### src/rtl/seq_share_arbiter_if.sv
// Request/grant bundle between client logic and the shared pattern sequencer.
// Clients drive req/hold; the arbiter drives grant, pattern and status.
interface seq_share_arbiter_if #(
    parameter int NREQ = 4
);
    localparam int IDW = $clog2(NREQ);

    logic [NREQ-1:0] req;
    logic            hold;
    logic [NREQ-1:0] gnt;
    logic [IDW-1:0]  gnt_id;
    logic [2:0]      number;
    logic            busy;
    logic            pass_done;

    modport master (
        output req, hold,
        input  gnt, gnt_id, number, busy, pass_done
    );

    modport slave (
        input  req, hold,
        output gnt, gnt_id, number, busy, pass_done
    );
endinterface

### src/rtl/seq_share_arbiter.sv
// Round-robin owner of a 3-bit pattern sequencer; grant lands one edge after a request seen in IDLE.
// hold freezes the running pass; passes are never pre-empted and grants are always separated by an IDLE cycle.
module seq_share_arbiter #(
    parameter int NREQ   = 4,
    parameter int DWELL  = 4,
    parameter int PASSES = 1
) (
    input  logic                 i_clk,
    input  logic                 i_rst_n,
    seq_share_arbiter_if.slave   io_bus
);
    localparam int IDW = $clog2(NREQ);
    localparam int DWW = $clog2(DWELL + 1);
    localparam int PSW = $clog2(PASSES + 1);

    localparam logic [2:0] P_START = 3'b000;
    localparam logic [2:0] P_A     = 3'b101;
    localparam logic [2:0] P_B     = 3'b001;
    localparam logic [2:0] P_DWELL = 3'b011;
    localparam logic [2:0] P_END   = 3'b110;

    typedef enum logic {ST_IDLE, ST_RUN} state_t;

    state_t          r_state, w_state_nxt;
    logic [NREQ-1:0] r_gnt, w_gnt_nxt;
    logic [IDW-1:0]  r_gnt_id, w_gnt_id_nxt;
    logic [2:0]      r_number, w_number_nxt;
    logic [DWW-1:0]  r_dwell, w_dwell_nxt;
    logic [PSW-1:0]  r_pass, w_pass_nxt;
    logic [IDW-1:0]  r_last, w_last_nxt;
    logic [IDW-1:0]  w_winner;
    logic            w_found;

    // Search upward from the slot after the last winner, wrapping at NREQ.
    always_comb begin
        int             idx;
        logic [IDW-1:0] cand;
        w_winner = '0;
        w_found  = 1'b0;
        idx      = 0;
        cand     = '0;
        for (int i = 1; i <= NREQ; i++) begin
            idx = int'(r_last) + i;
            if (idx >= NREQ) idx = idx - NREQ;
            cand = IDW'(idx);
            if (!w_found && io_bus.req[cand]) begin
                w_winner = cand;
                w_found  = 1'b1;
            end
        end
    end

    always_comb begin
        w_state_nxt  = r_state;
        w_gnt_nxt    = r_gnt;
        w_gnt_id_nxt = r_gnt_id;
        w_number_nxt = r_number;
        w_dwell_nxt  = r_dwell;
        w_pass_nxt   = r_pass;
        w_last_nxt   = r_last;
        case (r_state)
            ST_IDLE: begin
                w_number_nxt = P_START;
                if (w_found) begin
                    w_state_nxt  = ST_RUN;
                    w_gnt_nxt    = NREQ'(1) << w_winner;
                    w_gnt_id_nxt = w_winner;
                    w_dwell_nxt  = '0;
                    w_pass_nxt   = '0;
                end
            end
            ST_RUN: begin
                if (!io_bus.hold) begin
                    case (r_number)
                        P_START: w_number_nxt = P_A;
                        P_A:     w_number_nxt = P_B;
                        P_B:     w_number_nxt = P_DWELL;
                        P_DWELL: begin
                            if (r_dwell == DWW'(DWELL - 1)) begin
                                w_number_nxt = P_END;
                                w_dwell_nxt  = '0;
                            end else begin
                                w_dwell_nxt = r_dwell + 1'b1;
                            end
                        end
                        P_END: begin
                            // Another pass only if the owner still wants it and budget remains.
                            if ((int'(r_pass) + 1 < PASSES) && io_bus.req[r_gnt_id]) begin
                                w_pass_nxt   = r_pass + 1'b1;
                                w_number_nxt = P_START;
                            end else begin
                                w_last_nxt   = r_gnt_id;
                                w_gnt_nxt    = '0;
                                w_gnt_id_nxt = '0;
                                w_number_nxt = P_START;
                                w_state_nxt  = ST_IDLE;
                            end
                        end
                        default: w_number_nxt = P_START;
                    endcase
                end
            end
            default: w_state_nxt = ST_IDLE;
        endcase
    end

    always_ff @(posedge i_clk or negedge i_rst_n) begin
        if (!i_rst_n) begin
            r_state  <= ST_IDLE;
            r_gnt    <= '0;
            r_gnt_id <= '0;
            r_number <= P_START;
            r_dwell  <= '0;
            r_pass   <= '0;
            r_last   <= IDW'(NREQ - 1);
        end else begin
            r_state  <= w_state_nxt;
            r_gnt    <= w_gnt_nxt;
            r_gnt_id <= w_gnt_id_nxt;
            r_number <= w_number_nxt;
            r_dwell  <= w_dwell_nxt;
            r_pass   <= w_pass_nxt;
            r_last   <= w_last_nxt;
        end
    end

    assign io_bus.gnt       = r_gnt;
    assign io_bus.gnt_id    = r_gnt_id;
    assign io_bus.number    = r_number;
    assign io_bus.busy      = (r_state == ST_RUN);
    assign io_bus.pass_done = (r_state == ST_RUN) && (r_number == P_END) && !io_bus.hold;
endmodule

### src/flat_wrapper.sv
// flat-port wrapper written by rule: the top's interface ports become plain ports
module seq_share_arbiter_flat 
#(
    parameter int NREQ   = 4,
    parameter int DWELL  = 4,
    parameter int PASSES = 1
)
  (i_clk, i_rst_n, io_bus_req, io_bus_hold, io_bus_gnt, io_bus_gnt_id, io_bus_number, io_bus_busy, io_bus_pass_done);
  seq_share_arbiter_if #(.NREQ(NREQ)) io_bus_i ();
  input  logic i_clk;
  input  logic i_rst_n;
  input wire logic [$bits(io_bus_i.req)-1:0] io_bus_req;
  input wire logic [$bits(io_bus_i.hold)-1:0] io_bus_hold;
  output wire logic [$bits(io_bus_i.gnt)-1:0] io_bus_gnt;
  output wire logic [$bits(io_bus_i.gnt_id)-1:0] io_bus_gnt_id;
  output wire logic [$bits(io_bus_i.number)-1:0] io_bus_number;
  output wire logic [$bits(io_bus_i.busy)-1:0] io_bus_busy;
  output wire logic [$bits(io_bus_i.pass_done)-1:0] io_bus_pass_done;
  assign io_bus_i.req = io_bus_req;
  assign io_bus_i.hold = io_bus_hold;
  assign io_bus_gnt = io_bus_i.gnt;
  assign io_bus_gnt_id = io_bus_i.gnt_id;
  assign io_bus_number = io_bus_i.number;
  assign io_bus_busy = io_bus_i.busy;
  assign io_bus_pass_done = io_bus_i.pass_done;
  seq_share_arbiter #(.NREQ(NREQ), .DWELL(DWELL), .PASSES(PASSES)) u_core (.i_clk(i_clk), .i_rst_n(i_rst_n), .io_bus(io_bus_i));
endmodule
### config.mk
export PLATFORM = sky130hd
export DESIGN_NAME = seq_share_arbiter_flat
export DESIGN_NICKNAME = d
export VERILOG_FILES = /design/src/rtl/seq_share_arbiter_if.sv /design/src/rtl/seq_share_arbiter.sv /design/src/flat_wrapper.sv
export SDC_FILE = /design/constraint.sdc
export NUM_CORES = 1
export LEC_CHECK = 0
export BUFFER_PORTS_ARGS = -buffer_cell sky130_fd_sc_hd__buf_2
export CELL_PAD_IN_SITES_DETAIL_PLACEMENT = 1
export CELL_PAD_IN_SITES_GLOBAL_PLACEMENT = 2
export CORE_UTILIZATION = 35
export DETAILED_ROUTE_END_ITERATION = 8
export PLACE_DENSITY_LB_ADDON = 0.1
export SETUP_SLACK_MARGIN = 0.5
export SYNTH_ARGS = -nofsm -noshare
export SYNTH_HDL_FRONTEND = slang
export SYNTH_SLANG_ARGS = --single-unit
### constraint.sdc
create_clock -name i_clk -period 2.35 [get_ports i_clk]
set_clock_uncertainty 0.1 [all_clocks]
set_input_delay 0.235 -clock i_clk [delete_from_list [all_inputs] [get_ports i_clk]]
set_output_delay 0.235 -clock i_clk [all_outputs]
set_load 0.05 [all_outputs]
==> run metrics <==
Seq cells post-synth=15; vias in the first global route=620; Die Y-Extent=49.3 microns; vias per std cell=5.12; number of routed nets with antenna violations=0; Req. time, crit path=2.02 ns; layout cells sized above 1=43.6%; most frequent cells in the layout=16 x buf_2, 9 x dfrtp_1, 6 x nor2_1, 5 x a21oi_1; DRT iter0 DRCs=8; kind of critical path=register to output port; most common cell after layout, fill and taps aside=buf_2; Hold Crit Class=input pin to register; status=finished, final reports clean; headroom to the max-slew limit=68.1%; DR WL/cell=13.9 microns; synth top area cells=dfrtp_1 41%, dfstp_2 6.7%, a21oi_1 3.2%, nand2b_1 3.2%, mux2_2 2.9%; setup tns final=0 ns; post-synth top area share=41.5%; Vias=a little over 600; PD cells=1230 nW/um^2; Pre-Repair DR Iteration Count=4; CTS tree=done; Top delay family on crit path=flip-flops; combinational share of power=48.8%; max-cap violations=0; endpoints failing hold=0; nets=between 100 and 150; Bufs on Longest Clock Path=2; Setup violations, final=0; mapped cell area=785 sq um; sequential area share after synthesis=between 40 and 50%; Core Region=approximately 2000 sq um; post-DP HPWL=1290 microns; final wirelength=between 1500 and 2000 microns; setup ws final=0.624 ns; pre-CTS setup slack=0.671 ns; clk slew on worst S/H paths=0.09 ns; syn nets=77; clock sinks=15; Initial Util=38.4%; crit path cell chain=nand3b_4 -> nor3b_4 -> buf_4; Ys Warns=0; Max VDD drop=0.564 mV; total of fill cells in the finished design=approximately 260; Syn-to-layout area delta=23.6%; Setup crit end kind=output port; clock power share=12.1%; part of the power in registers=39.1%; CTS Buf Count=3; Yosys top cell by area=dfrtp_1; row cnt=16; largest driver fanout on the critical path=7; clock latency on the worst-skew pair=0.27 ns; Slew @ Worst Pin=0.474 ns; Leakage=0.467 nW; fin crit share=between 70% and 80%; remaining global-route overflow=0; Setup crit start kind=register; crit path buf inv count=1; RSZ-0062 raised after global routing=no; first-pass GRT wire length=a little over 3000 microns; gp weighted congestion=0.697; Clock Tree Root=clkbuf_4; crit path time final=1.73 ns; DRC violations left=0; Int Pwr=646 uW; Crit-path slowest cell=dfrtp_2; post-synth cell types=34; largest net degree at the start of global routing=16; P_sw=548 uW; Chip Width=49.3 microns; Total GRT Usage=16.2%; antenna violations before repair=0; H-tree lvl count=1; Max Freq=579 MHz; switch share=45.9%; die area=around 2400 sq um; Max Slew Vio Count=0; slowest stage delay, CP=0.45 ns; Mean Syn Cell Area=11.4 sq um; number of diodes=0; Port Buffers=17; Worst Path Arrival=1.39 ns; Cells after Synth=69; I/O pin total=18
## per-stage QoR
| stage | hold WS (ns) | instance area (sq um) | power (mW) | std cells | utilization, % |
|---|---|---|---|---|---|
| 2_1_floorplan | -0.161 | 790 | 0.915 | 69 | - |
| 3_3_place_gp | 0.0641 | 908 | 1.05 | 113 | 44.5 |
| 3_5_place_dp | 0.0657 | 908 | 1.06 | 113 | 44.5 |
| 4_1_cts | 0.151 | 947 | 1.21 | 118 | 46.4 |
| 5_1_grt | 0.174 | 970 | 1.28 | 121 | 47.5 |
| 6_report | 0.156 | 970 | 1.19 | 121 | 47.5 |
## timing repair
action                                  CTS  global route
hold endpoints to repair                 13             0
endpoints found under the setup margin    1             1
buffers inserted                          0             3
gates cloned                              0             0
hold buffers                              1             0
pin swaps                                 0             1
gates resized for setup                   1             0
## power groups by stage
stage / clock network, mW / registers [mW] / logic (mW)
4_1_cts: 0.154 / 0.468 / 0.585
3_5_place_dp: 0 / 0.472 / 0.583
6_report: 0.145 / 0.467 / 0.582
2_1_floorplan: 0 / 0.653 / 0.262
3_3_place_gp: 0 / 0.469 / 0.578
5_1_grt: 0.165 / 0.486 / 0.632
## worst paths after layout
check / slack [ns] / end / start / cells after the start
setup / recovery: 0.62 / io_bus_pass_done / u_core.io_bus.busy / 3
hold / removal: 0.16 / u_core.io_bus.number[2] / io_bus_hold / 3
setup reg to reg: 0.66 / u_core.io_bus.gnt[2] / u_core.r_last[0] / 4
hold reg to reg: 0.39 / u_core.r_dwell[0] / u_core.r_dwell[0] / 1
max in group asynchronous: 1.55 / u_core.r_last[1] / i_rst_n / 2
min in group asynchronous: 0.29 / u_core.io_bus.number[2] / i_rst_n / 2
## layer usage
layer | GRT usage, % | vias up | routed length (microns)
met5 | 0 | - | 0
met3 | 4.05 | 2 | 53
met4 | 1.47 | 0 | 10
met1 | 24.5 | 305 | 903
met2 | 24.0 | 9 | 710
li1 | - | 303 | -
## sequential cells by signal, summed over array words and instances (netlist names)
register / flops
u_core.io_bus.gnt_id: 2
u_core.r_dwell: 3
u_core.r_last: 2
u_core.io_bus.busy: 1
u_core.io_bus.gnt: 4
u_core.io_bus.number: 3
## area by class of cell
class	count	area (sq um)	share of cell area (%)
Multi-Input combinational cell	50	392	40.4
Sequential cell	15	383	39.5
Timing Repair Buffer	21	120	12.4
Tap cell	27	33.8	3.48
Clock buffer	4	26.3	2.71
Inverter	4	15.0	1.55
## worst register-to-register path: stages (launching register included)
cell and delay, ns:
dfstp_2 0.55, and3b_2 0.21, o31ai_2 0.34, or2_1 0.18, a2bb2o_4 0.21
## cells by family after synthesis
logic type / share of synthesized area (%)
AO/OA/AOI/OAI: 20.1
XOR/XNOR: 1.12
adder cells (fa/ha/maj): 1.59
buffers and inverters: 1.91
flip-flops: 48.2
multiplexers: 5.42
AND/OR/NAND/NOR: 21.7
## cell usage after synthesis (all sizes together)
cell type,instances
or2b,1
a21boi,1
inv,4
a21o,1
mux2,2
xnor2,1
mux2i,2
o2bb2ai,1
nor4,1
a22o,2
or2,3
and3b,1
dfstp,2
dfrtp,13
a2111oi,1
nor2b,1
nand3,1
nand2b,4
o221ai,1
o21ai,3
a32o,1
o31ai,1
a21oi,5
nor3b,1
nor2,7
a2bb2o,1
o22a,1
ha,1
nand3b,2
nand2,3
Power figures use the tool's default switching activity.
